## src/rtl/fetch_unit.sv

```systemverilog
// fetch_unit -- instruction fetch stage between the PC register and ID.
//
// Issues single-word reads to instruction memory and presents the returned
// word to ID as a registered instr/instr_pc/instr_vld triple. A one-entry skid
// register absorbs a word that returns while ID is stalled. Redirects flush
// the fetch path, and an outstanding read is drained before the next fetch.
// hlt freezes the unit until rst.
//
// Optional build macro: FETCH_PERF_CNT_EN adds fetch_cnt/stall_cnt counters.
//
// Ports:
//   clk, rst      clock; synchronous active-high reset
//   pc_addr       current PC value
//   redirect      branch/jump taken in EX (PC loads target this edge)
//   hlt           halt request
//   stall         ID not accepting; instr/instr_vld hold
//   pc_hold       comb; 0 only when an instruction is accepted (PC += 1)
//   mem_rd_en     instruction memory read request
//   mem_addr      instruction memory read address
//   mem_rdy       read data valid this cycle
//   mem_data      instruction word from memory
//   instr         registered instruction to ID
//   instr_pc      registered address of instr
//   instr_vld     registered valid for instr
//   fetch_cnt     (FETCH_PERF_CNT_EN) count of instr_vld loads
//   stall_cnt     (FETCH_PERF_CNT_EN) count of waiting/skid-full cycles
module fetch_unit (
  input  logic        clk,
  input  logic        rst,
  input  logic [15:0] pc_addr,
  input  logic        redirect,
  input  logic        hlt,
  input  logic        stall,
  output logic        pc_hold,
  output logic        mem_rd_en,
  output logic [15:0] mem_addr,
  input  logic        mem_rdy,
  input  logic [15:0] mem_data,
  output logic [15:0] instr,
  output logic [15:0] instr_pc,
  output logic        instr_vld
`ifdef FETCH_PERF_CNT_EN
  ,
  output logic [15:0] fetch_cnt,
  output logic [15:0] stall_cnt
`endif
);

  typedef enum logic [2:0] {IDLE, REQ, FULL, DRAIN, HALT} state_t;

  state_t      state;
  logic [15:0] req_addr;
  logic [15:0] skid_instr;
  logic [15:0] skid_pc;
  logic        halt_pend;

  logic accept;   // word returned in REQ and not killed by hlt/redirect
  logic to_skid;  // accepted word must park in the skid register
  logic ld_mem;   // accepted word goes straight to ID
  logic ld_skid;  // skid word moves to ID

  always_comb begin
    accept  = (state == REQ) && mem_rdy && !hlt && !redirect;
    to_skid = accept && instr_vld && stall;
    ld_mem  = accept && !to_skid;
    ld_skid = (state == FULL) && !hlt && !redirect && !stall;
  end

  always_comb begin
    pc_hold   = 1'b1;
    mem_rd_en = 1'b0;
    mem_addr  = req_addr;
    case (state)
      REQ: begin
        mem_rd_en = 1'b1;
        mem_addr  = pc_addr;
        pc_hold   = !accept;
      end
      DRAIN: begin
        // Read protocol requires the address to stay put until mem_rdy,
        // even though the PC has already moved to the redirect target.
        mem_rd_en = 1'b1;
        mem_addr  = req_addr;
      end
      default: ;
    endcase
  end

  always_ff @(posedge clk) begin
    if (rst) begin
      state      <= IDLE;
      instr      <= '0;
      instr_pc   <= '0;
      instr_vld  <= 1'b0;
      req_addr   <= '0;
      skid_instr <= '0;
      skid_pc    <= '0;
      halt_pend  <= 1'b0;
    end else begin
      case (state)
        IDLE: state <= hlt ? HALT : REQ;

        REQ: begin
          req_addr <= pc_addr;
          if (hlt) begin
            instr_vld <= 1'b0;
            if (mem_rdy) begin
              state <= HALT;
            end else begin
              halt_pend <= 1'b1;
              state     <= DRAIN;
            end
          end else if (redirect) begin
            instr_vld <= 1'b0;
            if (!mem_rdy) state <= DRAIN;
          end else if (ld_mem) begin
            instr     <= mem_data;
            instr_pc  <= pc_addr;
            instr_vld <= 1'b1;
          end else if (to_skid) begin
            skid_instr <= mem_data;
            skid_pc    <= pc_addr;
            state      <= FULL;
          end else if (!stall) begin
            instr_vld <= 1'b0;
          end
        end

        FULL: begin
          if (hlt || redirect) begin
            instr_vld  <= 1'b0;
            skid_instr <= '0;
            skid_pc    <= '0;
            state      <= hlt ? HALT : REQ;
          end else if (ld_skid) begin
            instr     <= skid_instr;
            instr_pc  <= skid_pc;
            instr_vld <= 1'b1;
            state     <= REQ;
          end
        end

        DRAIN: begin
          instr_vld <= 1'b0;
          if (hlt) halt_pend <= 1'b1;
          if (mem_rdy) state <= (halt_pend || hlt) ? HALT : REQ;
        end

        HALT: instr_vld <= 1'b0;

        default: state <= IDLE;
      endcase
    end
  end

`ifdef FETCH_PERF_CNT_EN
  always_ff @(posedge clk) begin
    if (rst) begin
      fetch_cnt <= '0;
      stall_cnt <= '0;
    end else begin
      if (ld_mem || ld_skid) fetch_cnt <= fetch_cnt + 16'd1;
      if ((((state == REQ) || (state == DRAIN)) && !mem_rdy) || (state == FULL))
        stall_cnt <= stall_cnt + 16'd1;
    end
  end
`endif

endmodule

```

## config.mk

```make
export PLATFORM = sky130hd
export DESIGN_NAME = fetch_unit
export DESIGN_NICKNAME = d
export VERILOG_FILES = /design/src/rtl/fetch_unit.sv
export SDC_FILE = /design/constraint.sdc
export NUM_CORES = 1
export LEC_CHECK = 0
export CAP_MARGIN = 10
export CORE_UTILIZATION = 30
export DETAILED_ROUTE_END_ITERATION = 12
export DONT_BUFFER_PORTS = 1
export SYNTH_ARGS = -nofsm -noshare
export SYNTH_HDL_FRONTEND = slang
export SYNTH_SLANG_ARGS = --single-unit
```

## constraint.sdc

```tcl
create_clock -name clk -period 1.52 [get_ports clk]
set_input_delay 0 -clock clk [delete_from_list [all_inputs] [get_ports clk]]
set_output_delay 0 -clock clk [all_outputs]
set_load 0.02 [all_outputs]
```

==> results.py <==
metrics = {
    "run_status": {
        "outcome": "complete, but fails checks",
        "failed_checks": "negative hold slack, negative setup slack",
    },
    "timing": {
        "finClkSkew_ns": 0.00886,
        "worst_slack_ns": -0.213,
        "hold_violations": 69,
        "setup_viol": 82,
        "worstMarginPinSlew_ns": 0.662,
        "min_period_ns": 1.73,
        "slew_viol_final": 0,
        "max_freq_mhz": 577,
        "post-route-period-util": 1.14,
        "relSlewSlack": 0.557,
        "hold_slack_ns": -0.290,
        "rsz0062_at_grt": "yes",
    },
    "placed_design": {
        "dp_hpwl_mm": 6.65,
        "dp.cells": 565,
        "dpl_worst_slack_ns": -0.0909,
        "place_area_sq_um": 4240,
        "port_buffers": 0,
        "routabilityCongestion": 0.798,
    },
    "cts": {
        "h-tree-depth": 3,
        "cts.sinks": 85,
        "root_buffer": "clkbuf_16",
        "clockBufferDepth": 2,
        "hold_buffers": 16,
        "clock_latency_ns": 0.34,
        "cts-buffers-inserted": 9,
        "cts_tree": "built",
        "path_clk_slew_ns": 0.07,
    },
    "pwr": {
        "ir_worst_vdd_mv": 0.871,
        "p_leak_nw": 2.15,
        "fin_total_pwr_mw": 6.38,
        "power.density_nw_per_um2": 1050,
    },
    "detailed_routing": {
        "drt_first_pass_iters": 4,
        "vias": 3305,
        "routed_wl_mm": 13.0,
        "first_iter_violations": 110,
        "final_antenna_net_count": 0,
        "wl_per_cell_microns": 20.6,
        "drt-vias-per-instance": 5.24,
        "drcViolationCount": 0,
    },
    "logic_synthesis": {
        "synth_seq_area_share": 0.444,
        "synth_warnings": 0,
        "yosysTopAreaCell": "dfxtp_1",
        "synth_cells": 399,
        "syn_area_sq_um": 3830,
        "synth_nets": 437,
        "syn_avg_cell_area_sq_um": 9.60,
        "synth_cell_types": 37,
        "synth_area_leaders": "dfxtp_1 44%, a211oi_2 9.8%, a21oi_1 9.2%",
        "ys_ff_latch": 85,
        "synth_top_area_share": 0.444,
    },
    "setup_path": {
        "endpoint_kind": "output pin",
        "cp-start-kind": "register",
        "worst-path-max-fanout": 8,
        "criticalPathCategory": "register to output pin",
        "cp-startpoint": "state[2]$_SDFFE_PP0P_",
        "r2r-end": "instr[0]$_SDFFE_PP0P_",
        "cp_data_required_time_ns": 1.52,
        "critPathArrivalTime_ns": 1.73,
        "ff2ff_path_depth": 7,
        "r2r_start": "state[2]$_SDFFE_PP0P_",
        "r2r_slack_ns": -0.19,
    },
    "layout": {
        "areaGrowthSynthToFinish_pct": 58.9,
        "n_fill_cell": 1056,
        "stdcell_area_sq_um": 6080,
        "fin_cells": 631,
        "antenna_cells": 0,
        "drive_above_1_share": 0.542,
        "nets": 496,
    },
    "worst_hold_path": {
        "whs_path_depth": 1,
        "worstHoldStart": "rst",
        "hold_path.class": "input port to register",
        "hold_path_end": "skid_pc[3]$_SDFFE_PP0P_",
    },
    "floorplan": {
        "initial_core_util": 0.314,
        "fp-row-count": 40,
        "die_x_microns": 115,
        "die_h_microns": 115,
        "io_pins": 89,
        "dieArea_sq_um": 13200,
        "core_area_sq_um": 12200,
    },
    "global_routing": {
        "antenna_found_initial": 0,
        "grt_pass1_vias": 3266,
        "grt-ovfl-total": 0,
        "grt_pass1_wl_mm": 18.1,
        "grtUsageTotal": 0.184,
        "grt_start_max_net_pins": 71,
    },
    "run": {
        "cap_violations": 0,
    },
}
## cell usage in the layout, fill, tap and decap left out, types with 3 or more instances in the layout
master,n
a21oi_2,39
a21oi_1,31
mux2_4,16
o21ai_4,4
buf_8,4
buf_16,4
nand3_2,14
buf_4,15
and2_1,19
nand2_2,5
nand2_4,25
nand3_4,16
nand2_1,6
a211oi_2,32
buf_6,30
mux2i_1,29
clkbuf_16,11
nand3_1,3
dlygate4sd3_1,16
dfxtp_1,82
inv_1,4
buf_12,14
nand2b_1,3
## sequential cells by signal, summed over array words and instances, names as in the netlist
register and count:
halt_pend 1, skid_pc 16, instr_pc 16, skid_instr 16, instr_vld 1, req_addr 16, instr 16, state 3
## synthesized netlist by cell type, drive strengths merged
cell	instances
dfxtp	85
a41o	1
nand2	36
o31a	1
nand4	1
a32o	1
a21oi	70
clkbuf	19
nand3	33
nand3b	1
buf	21
mux2i	32
and2	20
or3b	1
inv	5
nor2	2
mux2	16
nor3	2
a31oi	1
o22ai	1
o311ai	1
nor3b	2
nor2b	2
o311a	1
and4	1
nand2b	3
a211oi	34
or2	2
o21ai	3
o221ai	1
## repair_timing
| item | CTS | global route |
|---|---|---|
| setup buffers | 18 | 11 |
| cloned | 10 | 5 |
| pin swaps | 24 | 64 |
| endpoints found under the hold margin | 85 | 69 |
| endpoints found under the setup margin | 80 | 84 |
| gates resized for setup | 89 | 144 |
## power by group
part | internal, mW | switching [mW]
logic | 0.789 | 0.728
clock network | 1.52 | 0.885
registers | 2.34 | 0.121
## per-stage QoR
step | setup TNS (ns) | util
6_report | -12.03 | 0.498
5_1_grt | -16.61 | 0.498
4_1_cts | -8.15 | 0.449
3_5_place_dp | -2.86 | 0.347
3_3_place_gp | -0.875 | 0.347
2_1_floorplan | -3.46 | -
## critical path: stages (launching register included)
cell	delay [ns]
dfxtp_4	0.36
nor3b_4	0.26
buf_4	0.17
buf_12	0.14
mux2_4	0.32
buf_6	0.13
## layout make-up
cell class,count,area (sq um),area share
Timing Repair Buffer,85,1110,0.183
Sequential cell,85,1710,0.281
Multi-Input combinational cell,272,2710,0.445
Clock inverter,4,70.1,0.0115
Clock buffer,12,256,0.0422
Inverter,5,18.8,0.00309
Tap cell,168,210,0.0346
## kinds of logic after synthesis
family                 Yosys count  share of synthesized area
muxes                           48                      0.131
buffers and inverters           45                     0.0657
AOI/OAI and AO/OA              115                      0.219
DFF                             85                      0.444
and+or+nand+nor                106                      0.140
## layer usage
metal,share of wire,GRT usage,up-vias
met4,0.011,0.0563,0
li1,-,-,1553
met5,0,0,-
met1,0.41,0.212,1657
met3,0.061,0.0564,10
met2,0.52,0.327,85
## how the worst max path moves through the flow
| stage | slack, ns | endpoint |
|---|---|---|
| 3_3_place_gp | -0.08 | instr[15]$_SDFFE_PP0P_ |
| 5_1_grt | -0.26 | mem_addr[0] |
| 6_report | -0.21 | mem_addr[0] |
| 4_1_cts | -0.19 | mem_addr[0] |
| 3_5_place_dp | -0.09 | instr[15]$_SDFFE_PP0P_ |
| 2_1_floorplan | -0.11 | instr[0]$_SDFFE_PP0P_ |
Power figures use the tool's default switching activity.
